$ cat config.mk
export PLATFORM = sky130hd
export DESIGN_NAME = hazard_ctrl
export DESIGN_NICKNAME = d
export VERILOG_FILES = /design/src/rtl/hazard_ctrl.sv
export SDC_FILE = /design/constraint.sdc
export NUM_CORES = 1
export LEC_CHECK = 0
export CORE_MARGIN = 2
export CORE_UTILIZATION = 33
export DETAILED_ROUTE_END_ITERATION = 8
export PLACE_DENSITY = 0.9
export SLEW_MARGIN = 20
export SYNTH_ARGS = -nofsm -noshare
export SYNTH_HDL_FRONTEND = slang
export SYNTH_SLANG_ARGS = --single-unit
export TNS_END_PERCENT = 5
$ cat constraint.sdc
create_clock -name clk -period 2.1 [get_ports clk]
set_input_delay 0.42 -clock clk [delete_from_list [all_inputs] [get_ports clk]]
set_output_delay 0.42 -clock clk [all_outputs]
set_load 0.03 [all_outputs]
$ cat src/rtl/hazard_ctrl.sv
// Hazard, forwarding and stall/flush controller for the five-stage RISC-V pipeline.
// Optional stall/flush performance counters are built when HAZARD_PERF_EN is defined.
module hazard_ctrl #(
    parameter int unsigned MEM_TIMEOUT = 16
) (
    input  logic        clk,
    input  logic        reset,
    input  logic [4:0]  rs1d,
    input  logic [4:0]  rs2d,
    input  logic [4:0]  rs1e,
    input  logic [4:0]  rs2e,
    input  logic [4:0]  rde,
    input  logic        resultsrce0,
    input  logic        pcsrce,
    input  logic [4:0]  rdm,
    input  logic [4:0]  rdw,
    input  logic        regwritem,
    input  logic        regwritew,
    input  logic        memreqm,
    input  logic        memreadym,
    output logic [1:0]  forwardae,
    output logic [1:0]  forwardbe,
    output logic        stallf,
    output logic        stalld,
    output logic        stalle,
    output logic        stallm,
    output logic        flushd,
    output logic        flushe,
    output logic        flushw,
    output logic        memerr,
    output logic [31:0] stallcount,
    output logic [31:0] flushcount
);

    localparam int unsigned WCW        = (MEM_TIMEOUT > 0) ? $clog2(MEM_TIMEOUT + 1) : 1;
    localparam bit          TIMEOUT_EN = (MEM_TIMEOUT != 0);
    localparam logic [WCW-1:0] LAST_WAIT = WCW'((MEM_TIMEOUT == 0) ? 0 : MEM_TIMEOUT - 1);

    typedef enum logic [1:0] {
        RUN  = 2'd0,
        WAIT = 2'd1,
        ERR  = 2'd2
    } state_t;

    state_t         state_q, state_d;
    logic [WCW-1:0] waitcnt_q, waitcnt_d;
    logic           memerr_q, memerr_d;

    logic lwstall;
    logic mem_pending;
    logic memstall;

    always_comb begin
        forwardae = 2'b00;
        if (regwritem && (rdm != 5'd0) && (rdm == rs1e)) begin
            forwardae = 2'b10;
        end else if (regwritew && (rdw != 5'd0) && (rdw == rs1e)) begin
            forwardae = 2'b01;
        end

        forwardbe = 2'b00;
        if (regwritem && (rdm != 5'd0) && (rdm == rs2e)) begin
            forwardbe = 2'b10;
        end else if (regwritew && (rdw != 5'd0) && (rdw == rs2e)) begin
            forwardbe = 2'b01;
        end
    end

    always_comb begin
        lwstall     = resultsrce0 && (rde != 5'd0) && ((rde == rs1d) || (rde == rs2d));
        mem_pending = memreqm && !memreadym;
        memstall    = (state_q == ERR) || mem_pending;

        stallf = memstall || lwstall;
        stalld = memstall || lwstall;
        stalle = memstall;
        stallm = memstall;
        flushd = pcsrce && !memstall;
        flushe = (lwstall || pcsrce) && !memstall;
        flushw = memstall;
    end

    always_comb begin
        state_d   = state_q;
        waitcnt_d = waitcnt_q;
        memerr_d  = memerr_q;
        unique case (state_q)
            RUN: begin
                if (mem_pending) begin
                    // A one-cycle budget expires on the very first stalled cycle.
                    if (TIMEOUT_EN && (MEM_TIMEOUT == 1)) begin
                        state_d  = ERR;
                        memerr_d = 1'b1;
                    end else begin
                        state_d   = WAIT;
                        waitcnt_d = WCW'(1);
                    end
                end else begin
                    waitcnt_d = '0;
                end
            end
            WAIT: begin
                if (!memreqm || memreadym) begin
                    state_d   = RUN;
                    waitcnt_d = '0;
                end else if (TIMEOUT_EN && (waitcnt_q == LAST_WAIT)) begin
                    state_d  = ERR;
                    memerr_d = 1'b1;
                end else begin
                    waitcnt_d = waitcnt_q + WCW'(1);
                end
            end
            ERR: begin
                memerr_d = 1'b1;
            end
            default: begin
                state_d   = RUN;
                waitcnt_d = '0;
            end
        endcase
    end

    always_ff @(posedge clk or posedge reset) begin
        if (reset) begin
            state_q   <= RUN;
            waitcnt_q <= '0;
            memerr_q  <= 1'b0;
        end else begin
            state_q   <= state_d;
            waitcnt_q <= waitcnt_d;
            memerr_q  <= memerr_d;
        end
    end

    assign memerr = memerr_q;

`ifdef HAZARD_PERF_EN
    logic [31:0] stallcount_q, stallcount_d;
    logic [31:0] flushcount_q, flushcount_d;

    always_comb begin
        stallcount_d = stallcount_q + {31'd0, stallf};
        flushcount_d = flushcount_q + {31'd0, flushd};
    end

    always_ff @(posedge clk or posedge reset) begin
        if (reset) begin
            stallcount_q <= '0;
            flushcount_q <= '0;
        end else begin
            stallcount_q <= stallcount_d;
            flushcount_q <= flushcount_d;
        end
    end

    assign stallcount = stallcount_q;
    assign flushcount = flushcount_q;
`else
    assign stallcount = '0;
    assign flushcount = '0;
`endif

endmodule

==> qor.yml, run 1 <==
run_status:
  status: "complete, but fails checks"
  violations: "setup timing"
worst_setup_path:
  crit_top_cell: "buf_6"
  worstPathRequired_ns: 1.68
  path_max_fanout: 2
  ff2ff_setup_slack_ns: 0.08
  cpMaxStageDelayCell: "or4_4"
  end_kind: "output port"
  arrival_ns: 1.83
  crit_type: "in2out"
  cp_cell_sequence: "buf_6 > buf_6 > xor2_2 > or4_4 > nor4_4 > buf_6"
  start_kind: "input pin"
  slowest_delay_ns: 0.56
global_route:
  grtUsageMet1_pct: 13.6
  grtUsageMet2_pct: 29.3
  grt_pass1_wl_microns: 5390
  grt_usage_pct: 14.2
  grt_pass1_vias: 1164
  grt_antenna_before_repair: 0
  grt_max_degree: 10
  overflow: 0
  grtUsageMet3_pct: 1.89
  grt.busiest_layer: "met2"
clocking:
  cts_made_buffers: 3
  cts-root-buf: "clkbuf_8"
  path_clk_slew_ns: 0.04
  h-tree-depth: 1
  clockBufferDepth: 2
  hold_buffers: 0
  cts_tree: "done"
  cts.sinks: 8
  clkLatencyLatePin_ns: 0.23
synth:
  synth_top_area_share_pct: 35.6
  ys_ff_latch: 8
  synthArstFlopShare_pct: 100
  syn_area_sq_mm: 0.00141
  synthTopCellsByArea: "buf_4 36%, xor2_1 15%, dfrtp_1 14%"
  synth-edff-count: 0
  synth_ff_type: "dfrtp_1"
  yosysSeqAreaShare_pct: 14.2
  synth_common_cells: "67 x buf_4, 24 x xor2_1, 10 x inv_1, 8 x dfrtp_1, 7 x o21ai_0"
  postSynthAreaPerCell_sq_um: 8.08
  post-synth-top-count-cell: "buf_4"
  ys.warnings.count: 0
  synth_area_leader_cell: "buf_4"
  syn_inst: 175
  synth_cell_types: 34
route:
  finalWirelength_microns: 3700
  drc: 0
  drtIter0Drc: 33
  vias: 1271
  vias_per_cell: 4.14
  post_drt_wl_per_cell_microns: 12.1
  dr.pass1.iters: 4
  postRouteAntennaNets: 0
run:
  drv_cap: 0
cells_and_area:
  fin_nets: 308
  design_area_sq_mm: 0.00215
  n_antenna_cell: 0
  syn_to_final_growth_pct: 51.9
  drive_gt1_share_pct: 29.6
floorplanning:
  die_w_microns: 69.5
  core_area_sq_mm: 0.00406
  start_util_pct: 34.8
  pin_count: 119
  fp-row-count: 23
  dieArea_sq_mm: 0.00482
  dieHeight_microns: 69.5
timing:
  setup_ws_ns: -0.150
  clock_skew_ns: 0.00424
  fin_crit_ns: 2.25
  fmax_ghz: 0.444
  setup_viol: 6
  fin_crit_sh_pct: 107
  hold_violations: 0
  slew_violations: 0
  rsz0062_at_grt: "true"
pwr:
  power_density_mw_per_mm2: 432
  vdd_ir_drop_max_v: 0.000417
  total_power_mw: 0.928
  power.leakage_nw: 1.07
placement:
  place_ws_ns: -0.670
  placed_cell_area_sq_mm: 0.00197
  dpl.hpwl_microns: 3060
  gp_congestion: 0.867
  numPortBuffers: 54
min_path:
  hold_path.class: "in2async"
==> metrics by stage <==
| step | TNS, ns | hold slack (ns) | cells | util [%] |
|---|---|---|---|---|
| after detailed placement | -3.08 | 0.456 | 303 | 48.7 |
| after CTS | -0.639 | 0.435 | 307 | 51.3 |
| after global routing | -0.712 | 0.479 | 307 | 52.9 |
| after floorplan | -0.124 | 0.236 | 238 | - |
| final | -0.493 | 0.428 | 307 | 52.9 |
| after global placement | -2.79 | 0.454 | 303 | 48.7 |
==> worst max-delay path, delay by kind of cell <==
family	cells	cell delay [ns]
and+or+nand+nor	2	0.87
buffers and inverters	3	0.38
xor gates and xnor gates	1	0.16
==> cell usage in the layout (no fill, tap or decap), types with 2 or more instances in the layout <==
cell type and count:
dlymetal6s2s_1 2, xor2_1 22, xor2_2 2, clkbuf_8 3, buf_2 3, buf_4 33
ha_1 6, o21ai_0 5, inv_1 10, xnor2_2 2, nand2_1 3, buf_6 10
a21oi_1 5, xnor2_1 4, clkdlybuf4s50_1 14, nor3_2 2, and3_1 2, o21ai_4 3
or4_4 5, nor2_1 3, dfrtp_1 8, nor4_4 4, clkdlybuf4s15_1 5, nand2b_1 2
conb_1 64, dlygate4sd2_1 15
==> power breakdown <==
group	internal, mW	total, mW	switching (mW)	leakage, nW
clock	0.124	0.189	0.0642	0.0216
combinational	0.205	0.555	0.349	0.947
sequential	0.170	0.185	0.0149	0.103
==> what timing repair did <==
action | 4_1_cts | 5_1_grt
gates resized for setup | 70 | 20
setup endpoints to repair | 8 | 10
setup buffers | 1 | 0
pin swaps | 17 | 12
==> kinds of logic after synthesis <==
kind of cell | Yosys count | share of synthesized area [%]
and+or+nand+nor | 30 | 13.4
xor gates and xnor gates | 30 | 18.6
AOI/OAI and AO/OA | 21 | 9.03
DFF | 8 | 14.2
adders and majority gates | 6 | 5.31
buffers and inverters | 78 | 38.5
muxes | 1 | 0.796
other | 1 | 0.265
==> sequential cells by signal (all words and copies together), names as in the netlist <==
signal / cells
state_q: 2
waitcnt_q: 5
memerr: 1
==> path summary, 6_finish.rpt <==
path	from	end	depth (start not counted)
worst max-delay path	rdw[1]	forwardae[0]	6
worst min-delay path	reset	waitcnt_q[1]	2
worst max register to register	waitcnt_q[0]	state_q[0]	7
worst min register to register	memerr	memerr	1
max in group asynchronous	reset	state_q[1]	2
min in group clk	memerr	memerr	1
==> cell type report <==
class	instances	area (sq um)
fill	367	1910
multi-input combinational	152	1070
timing repair buffer	84	738
sequential	8	200
tap	50	62.6
clock buffer	3	41.3
inverter	10	37.5
==> metal layers <==
layer / vias up / part of all wire (%)
met5: - / 0
met4: 0 / 2.0
met3: 9 / 7.1
met2: 73 / 56
met1: 578 / 35
li1: 611 / -
Note: power is estimated with default switching activity, not from simulation.
==> run 2: changes to the inputs <==
--- a/config.mk
+++ b/config.mk
@@ -5,6 +5,7 @@
 export SDC_FILE = /design/constraint.sdc
 export NUM_CORES = 1
 export LEC_CHECK = 0
+export CAP_MARGIN = 0
 export CORE_MARGIN = 2
 export CORE_UTILIZATION = 33
 export DETAILED_ROUTE_END_ITERATION = 8
==> results of run 2 <==
The final DEF is identical to that of run 1; final timing and power are the same.
==> run 3: changes to the inputs <==
--- a/config.mk
+++ b/config.mk
@@ -6,7 +6,6 @@
 export NUM_CORES = 1
 export LEC_CHECK = 0
 export CAP_MARGIN = 0
-export CORE_MARGIN = 2
 export CORE_UTILIZATION = 33
 export DETAILED_ROUTE_END_ITERATION = 8
 export PLACE_DENSITY = 0.9
==> qor.yml, run 3 (synthesis results as in run 1) <==
route:
  wl_met1_microns: 1130  # -12%
  vias: 1278  # +0.55%
  drc: 0  # unchanged
  drtIter0Drc: 14  # -58%
  postRouteAntennaNets: 0  # unchanged
  finalWirelength_microns: 3430  # -7.3%
  dr_wl_met3_microns: 276  # +4.9%
  vias_per_cell: 4.18  # +0.88%
  top_layer: "met4"
  wl_met2_microns: 1950  # -6.1%
  post_drt_wl_per_cell_microns: 11.2  # -7.0%
  dr.pass1.iters: 4  # unchanged
worst_setup_path:
  ff2ff_setup_slack_ns: 0.10  # +0.02 ns
  r2r_cells: 7  # unchanged
  path_max_fanout: 2  # unchanged
  r2r-end: "state_q[0]"
  arrival_ns: 1.87  # +0.04 ns
  crit_type: "in2out"
  worstPathRequired_ns: 1.68  # about the same
  rr_startpoint: "waitcnt_q[0]"
  end_kind: "output port"
  start_kind: "input pin"
timing:
  slew_violations: 0  # unchanged
  rsz0062_at_grt: "true"
  fin_crit_sh_pct: 109  # +1.7 points
  setup_viol: 5  # -1
  holdWs_ns: 0.429  # +0.00129 ns
  fin_crit_ns: 2.29  # +0.0360 ns
  clock_skew_ns: 0.00310  # -0.00114 ns
  tns_ns: -0.465  # +0.0284 ns
  fmax_ghz: 0.437  # -1.6%
  setup_ws_ns: -0.186  # -0.0360 ns
  hold_violations: 0  # unchanged
clocking:
  hold_buffers: 0  # unchanged
  path_clk_slew_ns: 0.04  # about the same
  cts.sinks: 8  # unchanged
  h-tree-depth: 1  # unchanged
  cts_tree: "done"
  clockBufferDepth: 2  # unchanged
  cts-root-buf: "clkbuf_8"
  clkLatencyLatePin_ns: 0.24  # about the same
  cts_made_buffers: 3  # unchanged
pwr:
  power.leakage_nw: 1.08  # +0.61%
  vdd_ir_drop_max_v: 0.000344  # -18%
  power_density_mw_per_mm2: 444  # +2.8%
cells_and_area:
  final_util_pct: 51.8  # -1.1 points
  syn_to_final_growth_pct: 48.6
  n_antenna_cell: 0  # unchanged
  fin_nets: 307  # -0.32%
  final_cell_mix: "64 x conb_1, 31 x buf_4, 24 x xor2_1"
  drive_gt1_share_pct: 27.3  # -2.2 points
  top_register: "waitcnt_q"
  largest_reg_flops: 5  # unchanged
  layout_commonest_cell: "conb_1"
  design_area_sq_mm: 0.00210  # -2.2%
placement:
  numPortBuffers: 54  # unchanged
  gp_congestion: 0.844  # -2.6%
  placed_cell_area_sq_mm: 0.00196  # -0.51%
  place_ws_ns: -0.767  # -0.0967 ns
  dpl.hpwl_microns: 2820  # -7.9%
floorplanning:
  core_area_sq_mm: 0.00406  # unchanged
  fp-row-count: 23  # unchanged
  die_w_microns: 67.5  # -2.9%
  start_util_pct: 34.8  # unchanged
  pin_count: 119  # unchanged
  dieArea_sq_mm: 0.00455  # -5.7%
  dieHeight_microns: 67.5  # -2.9%
min_path:
  hold_path.class: "in2async"
global_route:
  grt_pass1_vias: 1201  # +3.2%
  grt_antenna_before_repair: 0  # unchanged
  grt_usage_pct: 15.1  # +0.93 points
  overflow: 0  # unchanged
  grt_max_degree: 10  # unchanged
  grt_pass1_wl_microns: 5160  # -4.2%
run_status:
  status: "complete, but fails checks"
  violations: "setup timing"
run:
  drv_cap: 0  # unchanged
## run 3: cell count changes in the layout (fill, tap and decap cells not counted), sizes merged
cell | before | now
clkdlybuf4s15 | 6 | 3
dlymetal6s2s | 2 | 5
buf | 46 | 44
clkbuf | 4 | 5
clkdlybuf4s50 | 14 | 15
dlygate4sd2 | 15 | 14
## run 3: timing repair
item,CTS,global route
pin swaps,14,5
setup endpoints to repair,8,8
buffers inserted,2,0
resized for setup,76,17
## run 3: layout make-up
class                   count  area (sq um)
fillers                   379          1960
multi-input cells         152          1020
repair buffers             83           736
flip-flops and latches      8           200
well taps                  50          62.6
clock buffers               3          41.3
inverters                  10          37.5
## run 3: how the worst max path moves through the flow
stage	to	startpoint
after floorplan	forwardbe[0]	rdm[1]
after global placement	stalld	rde[2]
after detailed placement	stallf	rde[2]
after CTS	forwardae[0]	rdm[4]
after global routing	forwardbe[0]	rdm[4]
final	forwardbe[0]	rdm[4]
## run 3: worst max-delay path, stage by stage
cell and delay, ns:
buf_6 0.09, or4_4 0.54, o21ai_4 0.19, buf_6 0.12, nor4_4 0.04, buf_4 0.14
nor4_4 0.15, buf_6 0.17
## run 3: routing by layer
layer / up-vias / GRT usage, %
li1: 610 / -
met1: 593 / 13.3
met2: 71 / 31.4
met3: 4 / 2.36
met4: 0 / 8.78
met5: - / 0
## run 3: power breakdown
group	internal [mW]	leakage (nW)	switching, mW
logic	0.218	0.953	0.344
clock network	0.125	0.0216	0.0672
registers	0.170	0.103	0.0101
total	0.512	1.08	0.421
## run 3: stage by stage
stage / cells / power (mW)
5_1_grt: 306 / 0.996
3_3_place_gp: 301 / 0.715
2_1_floorplan: 238 / 0.611
3_5_place_dp: 301 / 0.726
4_1_cts: 306 / 0.930
6_report: 306 / 0.933
